File: config.mk
export PLATFORM = sky130hd
export DESIGN_NAME = eva_intr_collect
export DESIGN_NICKNAME = d
export VERILOG_FILES = /design/src/rtl/eva_intr_pkg.sv /design/src/rtl/eva_intr_fifo.sv /design/src/rtl/eva_intr_collect.sv
export SDC_FILE = /design/constraint.sdc
export NUM_CORES = 1
export LEC_CHECK = 0
export BUFFER_PORTS_ARGS = -buffer_cell sky130_fd_sc_hd__buf_2
export CAP_MARGIN = 10
export CORE_AREA = 10 10 179 164
export CTS_CLUSTER_DIAMETER = 60
export CTS_CLUSTER_SIZE = 8
export DETAILED_ROUTE_END_ITERATION = 6
export DIE_AREA = 0 0 189 174
export PLACE_DENSITY = 0.78
export SLEW_MARGIN = 30
export SYNTH_ARGS = -nofsm -noshare
export SYNTH_HDL_FRONTEND = slang
export SYNTH_SLANG_ARGS = --single-unit
File: constraint.sdc
create_clock -name clk -period 5.63 [get_ports clk]
set_clock_uncertainty 0.05 [all_clocks]
set_input_delay 0.8445 -clock clk [delete_from_list [all_inputs] [get_ports clk]]
set_output_delay 0.8445 -clock clk [all_outputs]
set_load 0.01 [all_outputs]
File: src/rtl/eva_intr_pkg.sv
// Shared constants, mode encodings and helpers for the EVA interrupt collector.
package eva_intr_pkg;

    localparam int OVF_W = 16;

    typedef enum logic {
        EVA_INTR_LEVEL = 1'b0,
        EVA_INTR_EDGE  = 1'b1
    } intr_mode_e;

    function automatic logic [OVF_W-1:0] sat_inc(input logic [OVF_W-1:0] v);
        return (&v) ? v : v + {{(OVF_W-1){1'b0}}, 1'b1};
    endfunction

endpackage

File: src/rtl/eva_intr_fifo.sv
// Single-clock show-ahead FIFO; pointers carry one extra wrap bit for full/empty.
module eva_intr_fifo
    import eva_intr_pkg::*;
#(
    parameter int W     = 8,
    parameter int DEPTH = 8
) (
    input  logic                     clk,
    input  logic                     rst,
    input  logic                     push,
    input  logic                     pop,
    input  logic [W-1:0]             wdata,
    output logic [W-1:0]             rdata,
    output logic                     full,
    output logic                     empty,
    output logic [$clog2(DEPTH):0]   level
);
    localparam int AW = $clog2(DEPTH);
    localparam logic [AW:0] PTR_ONE = {{AW{1'b0}}, 1'b1};

    logic [W-1:0]  mem_q [DEPTH];
    logic [W-1:0]  mem_d [DEPTH];
    logic [AW:0]   wptr_q, wptr_d, rptr_q, rptr_d;
    logic          wr_en, rd_en;

    assign empty = (wptr_q == rptr_q);
    assign full  = (wptr_q[AW] != rptr_q[AW]) && (wptr_q[AW-1:0] == rptr_q[AW-1:0]);
    assign level = wptr_q - rptr_q;
    // Zero the head when empty so the record port reads 0 out of reset.
    assign rdata = empty ? '0 : mem_q[rptr_q[AW-1:0]];

    // A push on full is still taken when the head leaves in the same cycle.
    assign rd_en = pop & ~empty;
    assign wr_en = push & (~full | rd_en);

    always_comb begin
        mem_d  = mem_q;
        wptr_d = wptr_q;
        rptr_d = rptr_q;
        if (wr_en) begin
            mem_d[wptr_q[AW-1:0]] = wdata;
            wptr_d = wptr_q + PTR_ONE;
        end
        if (rd_en) begin
            rptr_d = rptr_q + PTR_ONE;
        end
    end

    always_ff @(posedge clk) begin
        if (rst) begin
            wptr_q <= '0;
            rptr_q <= '0;
        end else begin
            wptr_q <= wptr_d;
            rptr_q <= rptr_d;
        end
    end

    always_ff @(posedge clk) begin
        mem_q <= mem_d;
    end

endmodule

File: src/rtl/eva_intr_collect.sv
// Interrupt collector: edge/level qualify, sticky pending, buffered {vec, ts} events.
// Build option EVA_INTR_TSTAMP_EN adds the timestamp counter and ts field.
module eva_intr_collect
    import eva_intr_pkg::*;
#(
    parameter int N_INTR = 32,
    parameter int DEPTH  = 8,
    parameter int TS_W   = 32
) (
    input  logic                    clk,
    input  logic                    rst,
    input  logic [N_INTR-1:0]       interrupt,
    input  logic [N_INTR-1:0]       cfg_mode,
    input  logic [N_INTR-1:0]       cfg_mask,
    input  logic [N_INTR-1:0]       clr,
    output logic [N_INTR-1:0]       pend,
    output logic                    evt_valid,
    input  logic                    evt_ready,
    output logic [N_INTR-1:0]       evt_vec,
    output logic [TS_W-1:0]         evt_ts,
    output logic [$clog2(DEPTH):0]  fifo_level,
    output logic [OVF_W-1:0]        ovf_cnt
);
`ifdef EVA_INTR_TSTAMP_EN
    typedef struct packed {
        logic [N_INTR-1:0] vec;
        logic [TS_W-1:0]   ts;
    } evt_rec_t;
`else
    typedef struct packed {
        logic [N_INTR-1:0] vec;
    } evt_rec_t;
`endif
    localparam int REC_W = $bits(evt_rec_t);

    logic [N_INTR-1:0] intr_ff_q, intr_ff_d;
    logic [N_INTR-1:0] pend_q, pend_d;
    logic [N_INTR-1:0] rise, hit;
    logic [OVF_W-1:0]  ovf_cnt_q, ovf_cnt_d;
    evt_rec_t          push_rec, head_rec;
    logic              push, pop, drop;
    logic              fifo_full, fifo_empty;

    assign rise = interrupt & ~intr_ff_q;

    // Level channels fire only while not pending, so each assertion yields one hit.
    for (genvar i = 0; i < N_INTR; i++) begin : g_lane
        assign hit[i] = cfg_mask[i] &
                        ((cfg_mode[i] == EVA_INTR_EDGE) ? rise[i] : (interrupt[i] & ~pend_q[i]));
    end

    assign push      = (|hit) & ~rst;
    assign pop       = evt_valid & evt_ready;
    assign drop      = push & fifo_full & ~pop;
    assign evt_valid = ~fifo_empty;
    assign push_rec.vec = hit;
    assign evt_vec   = head_rec.vec;
    assign pend      = pend_q;
    assign ovf_cnt   = ovf_cnt_q;

`ifdef EVA_INTR_TSTAMP_EN
    logic [TS_W-1:0] ts_cnt_q, ts_cnt_d;

    always_comb begin
        ts_cnt_d = ts_cnt_q + {{(TS_W-1){1'b0}}, 1'b1};
    end

    always_ff @(posedge clk) begin
        if (rst) ts_cnt_q <= '0;
        else     ts_cnt_q <= ts_cnt_d;
    end

    assign push_rec.ts = ts_cnt_q;
    assign evt_ts      = head_rec.ts;
`else
    assign evt_ts = {TS_W{1'b0}};
`endif

    always_comb begin
        intr_ff_d = interrupt;
        pend_d    = (pend_q & ~clr) | hit;
        ovf_cnt_d = drop ? sat_inc(ovf_cnt_q) : ovf_cnt_q;
    end

    always_ff @(posedge clk) begin
        if (rst) begin
            intr_ff_q <= '0;
            pend_q    <= '0;
            ovf_cnt_q <= '0;
        end else begin
            intr_ff_q <= intr_ff_d;
            pend_q    <= pend_d;
            ovf_cnt_q <= ovf_cnt_d;
        end
    end

    eva_intr_fifo #(
        .W     (REC_W),
        .DEPTH (DEPTH)
    ) u_fifo (
        .clk   (clk),
        .rst   (rst),
        .push  (push),
        .pop   (pop),
        .wdata (push_rec),
        .rdata (head_rec),
        .full  (fifo_full),
        .empty (fifo_empty),
        .level (fifo_level)
    );

endmodule

== After elaboration in Yosys (flattened, before gate mapping) ==
Cells that the tools add are included.

* Register bits: 344
* Output and inout bits: 117
* Logic and storage cells: 182

* Add/sub/neg operators: 4
* Magnitude comparators: 3
* Equality and inequality tests: 3
* Muxes and demuxes: 39
* Bitwise gates (word level): 115
* Reduce and logical (&&, ||, !) cells: 5

{| class="wikitable"
|+ Operator list
! kind !! count
|-
| $bwmux 256 || 1
|-
| $mux 32 || 4
|-
| $bmux 32 s3 || 1
|-
| $demux 32 s3 || 1
|-
| $and 1x1->1 || 70
|-
| $and 32x32->32 || 2
|-
| $not 32->32 || 2
|-
| $not 1->1 || 37
|-
| $mux 1 || 32
|-
| $or 32x32->32 || 1
|-
| $reduce_or 32->1 || 1
|-
| $add 16x1->16 const B || 1
|-
| $reduce_and 16->1 || 1
|-
| $add 4x1->4 const B || 2
|-
| $ge 4x4->1 const B || 2
|-
| $not 3->4 || 2
|-
| $eq 4x4->1 || 1
|-
| $lt 4x1->1 const B || 1
|-
| $sub 4x4->4 || 1
|-
| $eq 3x3->1 || 1
|-
| $logic_and 1x1->1 || 2
|-
| $reduce_and 2->1 || 1
|-
| $ne 1x1->1 || 1
|-
| $or 1x1->1 || 1
|}

== Longest topological paths before layout ==
Gate-level depths: netlist of run 1.

* Word-level depth: 9
* Mapped depth: 11

== Modules after synthesis ==
A second synthesis of run 1 with hierarchy kept.

* Cells, all modules: 889
* Area total of the unflattened synthesis: 13989.7 um2

{| class="wikitable"
|+ By module, submodules not included
! module !! instances !! cells each !! area an instance (um2) !! seq. area each (um2)
|-
| eva_intr_fifo || 1 || 442 || 10102.2 || 7847.5
|-
| eva_intr_collect || 1 || 447 || 3887.5 || 1601.5
|}

== Worst setup path after synthesis of run 1 ==
No wires, ideal clock.

* Kind: register to register
* Start: register u_fifo.rptr_q[1]
* End: register u_fifo.mem_q[128] (netlist bit) (enable)
* Data arrival time: 4580 ps
* Required time: 5119 ps
* Path slack: 539 ps
* Cell stages (with the launch flop): 10
* Path buffers: 3
* Period minus slack after synthesis: 5091 ps
* Cells stage by stage: dfxtp_1 > buf_1 > clkbuf_1 > inv_1 > ha_1 > nand4_1 > or3b_1 > clkbuf_1 > or2_2 > nor3_1

* Cells in the longest elaborated chain, start to end: 6

{| class="wikitable"
|+ RTL lines
! item !! line !! RTL
|-
| start: declaration || eva_intr_fifo.sv:23 || <nowiki>logic [AW:0] wptr_q, wptr_d, rptr_q, rptr_d;</nowiki>
|-
| start signal: assignment || eva_intr_fifo.sv:55 || <nowiki>rptr_q <= rptr_d;</nowiki>
|-
| $eq 4x4->1 || eva_intr_fifo.sv:26 || <nowiki>assign empty = (wptr_q == rptr_q);</nowiki>
|-
| $not 1->1 || eva_intr_fifo.sv:33, eva_intr_collect.sv:55 ||
|-
| $and 1x1->1 || eva_intr_collect.sv:53 || <nowiki>assign pop = evt_valid & evt_ready;</nowiki>
|-
| $and 1x1->1 || eva_intr_fifo.sv:33 || <nowiki>assign rd_en = pop & ~empty;</nowiki>
|-
| $or 1x1->1 * || eva_intr_fifo.sv:34 || <nowiki>assign wr_en = push & (~full | rd_en);</nowiki>
|-
| $and 1x1->1 * || eva_intr_fifo.sv:34 ||
|-
| end signal: assignment || eva_intr_fifo.sv:60 || <nowiki>mem_q <= mem_d;</nowiki>
|-
| end: declaration || eva_intr_fifo.sv:21 || <nowiki>logic [W-1:0] mem_q [DEPTH];</nowiki>
|}

Mark *: on every way between the ends. The rest lies on a longest branch, timed or not.
A chain may end at the register's enable or synchronous reset.

== Worst setup path after layout of run 1 ==
* Start: register u_fifo.rptr_q[0]
* End: output port evt_vec[6]

* Cells in the longest elaborated chain, start to end: 5

{| class="wikitable"
|+ RTL lines
! item !! line !! RTL
|-
| $not 3->4 (implied by the code) || eva_intr_fifo.sv:30 || <nowiki>assign rdata = empty ? '0 : mem_q[rptr_q[AW-1:0]];</nowiki>
|-
| $bmux 32 s3 || eva_intr_fifo.sv:30 ||
|-
| $mux 32 (implied by the code) (2 in a row) || eva_intr_fifo.sv:30 ||
|-
| $mux 32 * || eva_intr_fifo.sv:30 ||
|-
| end: declaration || eva_intr_collect.sv:19 || <nowiki>output logic [N_INTR-1:0] evt_vec,</nowiki>
|}

Mark *: on every way between the ends. The rest lies on a longest branch, timed or not. The select of a mux whose other input is x is not followed.

==> impl_results.md, run 1 <==
* Status: finished clean
* GR met1 Demand/Resource at 25.5%
* CTS Buf Count at 48
* Number of I/O port buffers at 215
* Core Footprint at 25700 µm²
* Min Tclk post-route at 3940 ps
* Sequential element share of the synthesized area at 67.8%
* Setup_tns at 0 ps
* EDFF count, synth at 256
* Via density at 5.57
* Pin count of the biggest net entering global routing at 69
* CTS tree: yes
* Post-CTS Setup Inserts at 0
* Critical Path Source Type: flip-flop
* Clock sinks at 344
* Mapped Area at 13900 µm²
* Reg clk slew, reported paths at 50 ps
* Max stage delay cell, worst path: buf_4
* Area Overhead vs Synth at 21.0%
* Critical path required time at 4740 ps
* Hold buffer count at CTS at 0
* Layout cell share with drive strength beyond 1 at 30.1%
* GRT overflow at 0
* Kind of critical path: flip-flop to output pin
* Vias post-DR at 8740
* Resize count post-CTS at 0
* Drt pass-1 iters at 6
* First-pass GRT wire length at 51600 µm
* CTS HTree Levels at 2
* Routed WL at 33600 µm
* Hold Path Class: flip-flop to flip-flop
* Peak VDD IR at 0.213 mV
* Max-Cap Viols at 0
* Die area at 32900 µm²
* RSZ-0062 raised after global routing: false
* Top FF cell, synth: edfxtp_1
* Register area at 9460 µm²
* Synth Instances at 937
* Tightest Pin Transition at 905 ps
* CP top delay family: buffers and inverters
* Row Count at 56
* Nets at 1320
* Die Span Y at 174 µm
* Synth unique cells at 46
* Drt wl/cell at 21.4 µm
* Yosys reg bits at 344
* Buf+Inv Stages, Crit Path at 2
* DRC errors left at 0
* Starting Density at 54.2%
* Highest Clock Rate at 0.254 GHz
* Leak Pwr at 6.45 nW
* Syn avg cell area at 14.9 µm²
* Met3 Use GR at 5.32%
* Multi-input gate area at 4090 µm²
* Detailed placement HPWL at 21000 µm
* Worst path max stage delay at 770 ps
* Chip Width at 189 µm
* Initial antenna violation count at 2
* Core Util, Final at 65.5%
* CP endpoint kind: output pin
* Global routing's busiest layer: met2
* Final setup vio count at 0
* Io pins at 248
* Crit-path cells: buf_4, mux4_2, nand2_1, a21oi_1, buf_2
* Final period util at 69.9%
* Detail Route Antenna Nets at 0
* Clk Latency, worst-skew pair at 550 ps
* Slew margin rel. at 39.6%
* Pwr dens at 395 nW/µm²
* FILL cells at 1823
* 1st-iter DRT viols at 621
* Synth async-reset ratio at 0%
* Root Driver: clkbuf_16
* GR Util met2 at 32.2%
* Synth warn at 0
* Clk buf depth at 3
* Fin. max-slew vios at 0
* Crit-path max FO at 44
* Gpl congestion at 0.766
* Final Hold Vio Count at 0
* Total track usage at 19.8%
* Vias in the first global route at 9117
* Arr. time, crit path at 3040 ps
==> state kept, by name, summed over array words and instances, names as in the netlist <==
register and flops:
pend 32, u_fifo.wptr_q 4, ovf_cnt 16, u_fifo.mem_q 256, intr_ff_q 32, u_fifo.rptr_q 4
==> where the power goes <==
part | leakage (nW) | switching (mW) | internal (mW)
combinational | 2.69 | 0.626 | 0.500
sequential | 3.10 | 0.0746 | 2.85
clock | 0.656 | 1.01 | 1.60
total | 6.45 | 1.71 | 4.95
==> worst register-to-register path: stages, from the launching register on <==
cell and delay, ps:
dfxtp_1 320, mux2i_1 300, a32o_1 260, nor4_1 130
and4_1 240, or3b_1 490, nand2b_1 360, nor3_4 650
buf_4 440
==> per-layer routing <==
metal / part of all wire, % / vias up
li1: - / 3949
met1: 41 / 4338
met2: 49 / 401
met3: 8.8 / 52
met4: 1.8 / 0
met5: 0 / -
==> cell usage in the layout, fill, tap and decap left out, types with 2 or more instances in the layout <==
cell,netlist,final
nor3_2,1,3
xnor2_1,4,4
dfxtp_4,0,2
nand3_1,11,11
nor2_4,0,3
or2b_1,2,2
o21ai_0,11,11
nor3_4,0,2
or2_2,2,2
or3_1,10,10
dfxtp_1,88,85
nand4_1,2,2
clkbuf_1,26,37
and2_1,34,34
a21oi_1,80,80
xor2_1,2,2
ha_1,6,6
and4_1,4,3
and3_1,16,16
inv_1,43,43
nand2_1,74,74
nor2_1,46,43
mux2i_1,34,34
buf_4,32,15
mux4_2,64,64
buf_2,8,214
nor2b_1,33,33
edfxtp_1,256,256
conb_1,1,32
a32o_1,16,16
clkbuf_16,0,48
nor4_1,6,6
buf_16,0,5
mux2_2,3,3
==> kinds of logic (layout without fill, tap and decap cells) <==
group / after synthesis / after routing / synth area share, %
xor+xnor: 6 / 6 / 0.377
mux: 101 / 101 / 13.0
compound gates: 113 / 113 / 4.78
fa+ha+maj: 7 / 7 / 0.683
buf+inv: 114 / 366 / 4.06
flops: 344 / 344 / 67.8
simple gates: 251 / 251 / 9.19
other cells: 1 / 33 / 0.0269
==> through the flow <==
stage / instances / total power, mW / setup WS, ps / hold slack [ps] / instance area, µm²
after floorplan: 968 / 3.69 / 539 / 400 / 14000
after global placement: 1475 / 4.06 / 1140 / 414 / 15300
after detailed placement: 1479 / 4.08 / 1360 / 422 / 15400
after CTS: 1567 / 6.71 / 1600 / 445 / 16800
after global routing: 1568 / 6.92 / 1450 / 452 / 16800
final: 1569 / 6.66 / 1690 / 445 / 16900
==> final cells by class <==
type	count	share of cell area [%]
Antenna cell	1	0.0148
Clock buffer	85	7.95
Clock inverter	3	0.267
Inverter	44	0.980
Multi-Input combinational cell	510	24.2
Sequential cell	344	56.1
Tap cell	348	2.58
Timing Repair Buffer	234	7.84
==> final timing paths <==
path               startpoint                 to  cells past startpoint  slack, ps
max reg2reg     intr_ff_q[31]  u_fifo.mem_q[242]                      8       2030
min reg2reg  u_fifo.wptr_q[3]   u_fifo.wptr_q[3]                      1        440
min          u_fifo.wptr_q[3]   u_fifo.wptr_q[3]                      1        440
max          u_fifo.rptr_q[0]         evt_vec[6]                      5       1690
==> Yosys cell counts, types with 2 or more instances <==
| master | count | area share [%] |
|---|---|---|
| a21oi_1 | 80 | 2.9 |
| a32o_1 | 16 | 1.1 |
| and2_1 | 34 | 1.5 |
| and3_1 | 16 | 0.72 |
| and4_1 | 4 | 0.25 |
| buf_1 | 3 | 0.081 |
| buf_2 | 8 | 0.29 |
| buf_4 | 32 | 1.7 |
| clkbuf_1 | 26 | 0.70 |
| dfxtp_1 | 88 | 13 |
| edfxtp_1 | 256 | 55 |
| ha_1 | 6 | 0.54 |
| inv_1 | 43 | 1.2 |
| mux2_2 | 3 | 0.24 |
| mux2i_1 | 34 | 2.4 |
| mux4_2 | 64 | 10 |
| nand2_1 | 74 | 2.0 |
| nand3_1 | 11 | 0.40 |
| nand4_1 | 2 | 0.090 |
| nor2_1 | 46 | 1.2 |
| nor2b_1 | 33 | 1.5 |
| nor3_1 | 4 | 0.14 |
| nor4_1 | 6 | 0.27 |
| o21ai_0 | 11 | 0.40 |
| or2_2 | 2 | 0.090 |
| or2b_1 | 2 | 0.11 |
| or3_1 | 10 | 0.45 |
| xnor2_1 | 4 | 0.25 |
| xor2_1 | 2 | 0.13 |
Power figures use the tool's default switching activity.
==> run 2: changes to the inputs <==
--- a/config.mk
+++ b/config.mk
@@ -7,12 +7,12 @@
 export LEC_CHECK = 0
 export BUFFER_PORTS_ARGS = -buffer_cell sky130_fd_sc_hd__buf_2
 export CAP_MARGIN = 10
-export CORE_AREA = 10 10 179 164
+export CORE_AREA = 10 10 187 172
 export CTS_CLUSTER_DIAMETER = 60
 export CTS_CLUSTER_SIZE = 8
 export DETAILED_ROUTE_END_ITERATION = 6
-export DIE_AREA = 0 0 189 174
-export PLACE_DENSITY = 0.78
+export DIE_AREA = 0 0 197 182
+export PLACE_DENSITY = 0.75
 export SLEW_MARGIN = 30
 export SYNTH_ARGS = -nofsm -noshare
 export SYNTH_HDL_FRONTEND = slang
==> constraint.sdc (replaced) <==
create_clock -name clk -period 3.2 [get_ports clk]
set_clock_uncertainty 0.05 [all_clocks]
set_input_delay 0.48 -clock clk [delete_from_list [all_inputs] [get_ports clk]]
set_output_delay 0.48 -clock clk [all_outputs]
set_load 0.01 [all_outputs]
==> run 2 against run 1 <==
Net effect: global-route usage is 1.2 points lower; hold slack got worse by 330 ps; critical path depth up 4; power grew 79%; sequential share of layout area down 0.83 points; core utilization down 5.2 points; combinational power rose by 87%; first-iteration DRC count rose by 0.16%; routed wire length grew 0.60%; highest routed layer unchanged.
==> impl_results.md, run 2 (synthesis gave the netlist of run 1 again) <==
* Die Span Y at 182 µm
* Slew margin rel. at 50.3%
* Highest Clock Rate at 0.339 GHz
* Clk Latency, worst-skew pair at 540 ps
* Initial antenna violation count at 0
* Starting Density at 49.1%
* Detailed placement HPWL at 21400 µm
* Most frequent cells in the layout: edfxtp_1, buf_2, dfxtp_1, a21oi_1, nand2_1
* CTS tree: yes
* Io pins at 248
* Reg clk slew, reported paths at 50 ps
* Hold Path Class: input port to flip-flop
* DP Area at 15700 µm²
* Antenna diode count at 0
* RSZ-0062 raised after global routing: false
* Critical Path Source Type: flip-flop
* Worst reg2reg path depth at 9
* Fin. max-slew vios at 0
* Core Footprint at 28300 µm²
* Total track usage at 18.5%
* Max reg flops at 256
* Register name with the most flops: u_fifo.mem_q
* Non-Filler Instances at 1601
* Crit-path max FO at 26
* Most common cell after layout, fill and taps aside: edfxtp_1
* Resize count post-CTS at 1
* Layout cell share with drive strength beyond 1 at 31.3%
* Chip Width at 197 µm
* Final Hold Vio Count at 0
* CTS Buf Count at 49
* CTS HTree Levels at 2
* Clk buf depth at 3
* Drt pass-1 iters at 6
* Area Overhead vs Synth at 22.8%
* First-pass GRT wire length at 51700 µm
* Status: finished clean
* Root Driver: clkbuf_16
* Via density at 5.41
* Tightest Pin Transition at 746 ps
* Design Area, Final at 17100 µm²
* GRT overflow at 0
* Nets at 1334
* Die area at 35900 µm²
* FILL cells at 2149
* Kind of critical path: flip-flop to flip-flop
* Clock sinks at 344
* Min setup slack post-route at 250 ps
* Inst Count DP at 1511
* Leak Pwr at 6.54 nW
* Critical path required time at 3380 ps
* Arr. time, crit path at 3130 ps
* Max-Cap Viols at 0
* Pwr dens at 695 nW/µm²
* 1st-iter DRT viols at 622
* DRC errors left at 0
* Number of I/O port buffers at 215
* Place WS at -151 ps
* Gpl congestion at 0.792
* Post-CTS Setup Inserts at 0
* Final period util at 92.2%
* Pin count of the biggest net entering global routing at 92
* Routed WL at 33800 µm
* Hold path cells at 2
* Row Count at 59
* Vias in the first global route at 8967
* Drt wl/cell at 21.1 µm
* Min Tclk post-route at 2950 ps
* Peak VDD IR at 0.361 mV
* Final setup vio count at 0
* CP endpoint kind: flip-flop
* Vias post-DR at 8656
* Hold buffer count at CTS at 0
* Detail Route Antenna Nets at 0
run 2: cell count changes in the layout (fill, tap and decap cells not counted), sizes merged:
cell,previous run,this run
clkbuf,85,87
clkinvlp,0,1
diode,1,0
inv,45,44
buf,234,247
run 2: worst paths after layout:
kind	slack, ps	from	endpoint
max	250	pend[24]	u_fifo.mem_q[248]
min	110	interrupt[28]	intr_ff_q[28]
max reg2reg	250	pend[24]	u_fifo.mem_q[248]
min reg2reg	440	u_fifo.wptr_q[3]	u_fifo.wptr_q[3]
run 2: power by group:
part / switching [mW] / internal, mW
Combinational: 1.19 / 0.919
Sequential: 0.0648 / 5.01
Clock: 1.76 / 2.95
run 2: stage by stage:
| step | power [mW] | util, % | TNS (ps) | hold WS [ps] |
|---|---|---|---|---|
| 3_5_place_dp | 7.26 | 55.2 | -6270 | 430 |
| 4_1_cts | 12.0 | 60.3 | 0 | 92.6 |
| 5_1_grt | 12.4 | 60.3 | 0 | 110 |
| 2_1_floorplan | 6.51 | - | 0 | 400 |
| 3_3_place_gp | 7.22 | 54.9 | -22980 | 417 |
| 6_report | 11.9 | 60.3 | 0 | 113 |
run 2: layout make-up:
class | count | area [µm²] | share of cell area [%]
clock buffer | 87 | 1410 | 8.25
inverter | 44 | 166 | 0.973
multi-input combinational | 510 | 4130 | 24.2
sequential | 344 | 9460 | 55.3
timing repair buffer | 247 | 1460 | 8.51
clock inverter | 3 | 21.3 | 0.124
tap | 366 | 458 | 2.68
run 2: critical path, stage by stage (launching register included):
cell and delay (ps):
dfxtp_1 320, mux2i_1 190, a32o_1 330, nor4_2 130, and4_1 210, or3b_1 380, nand2b_4 190, buf_4 160
nor3_4 400, buf_12 270
run 2: layer usage:
layer | share of wire [%] | GRT usage (%) | routed length, µm
met5 | 0 | 0 | 0
met4 | 1.9 | 5.75 | 632
met3 | 8.0 | 5.05 | 2720
met2 | 49 | 30.3 | 16500
met1 | 41 | 23.5 | 13900
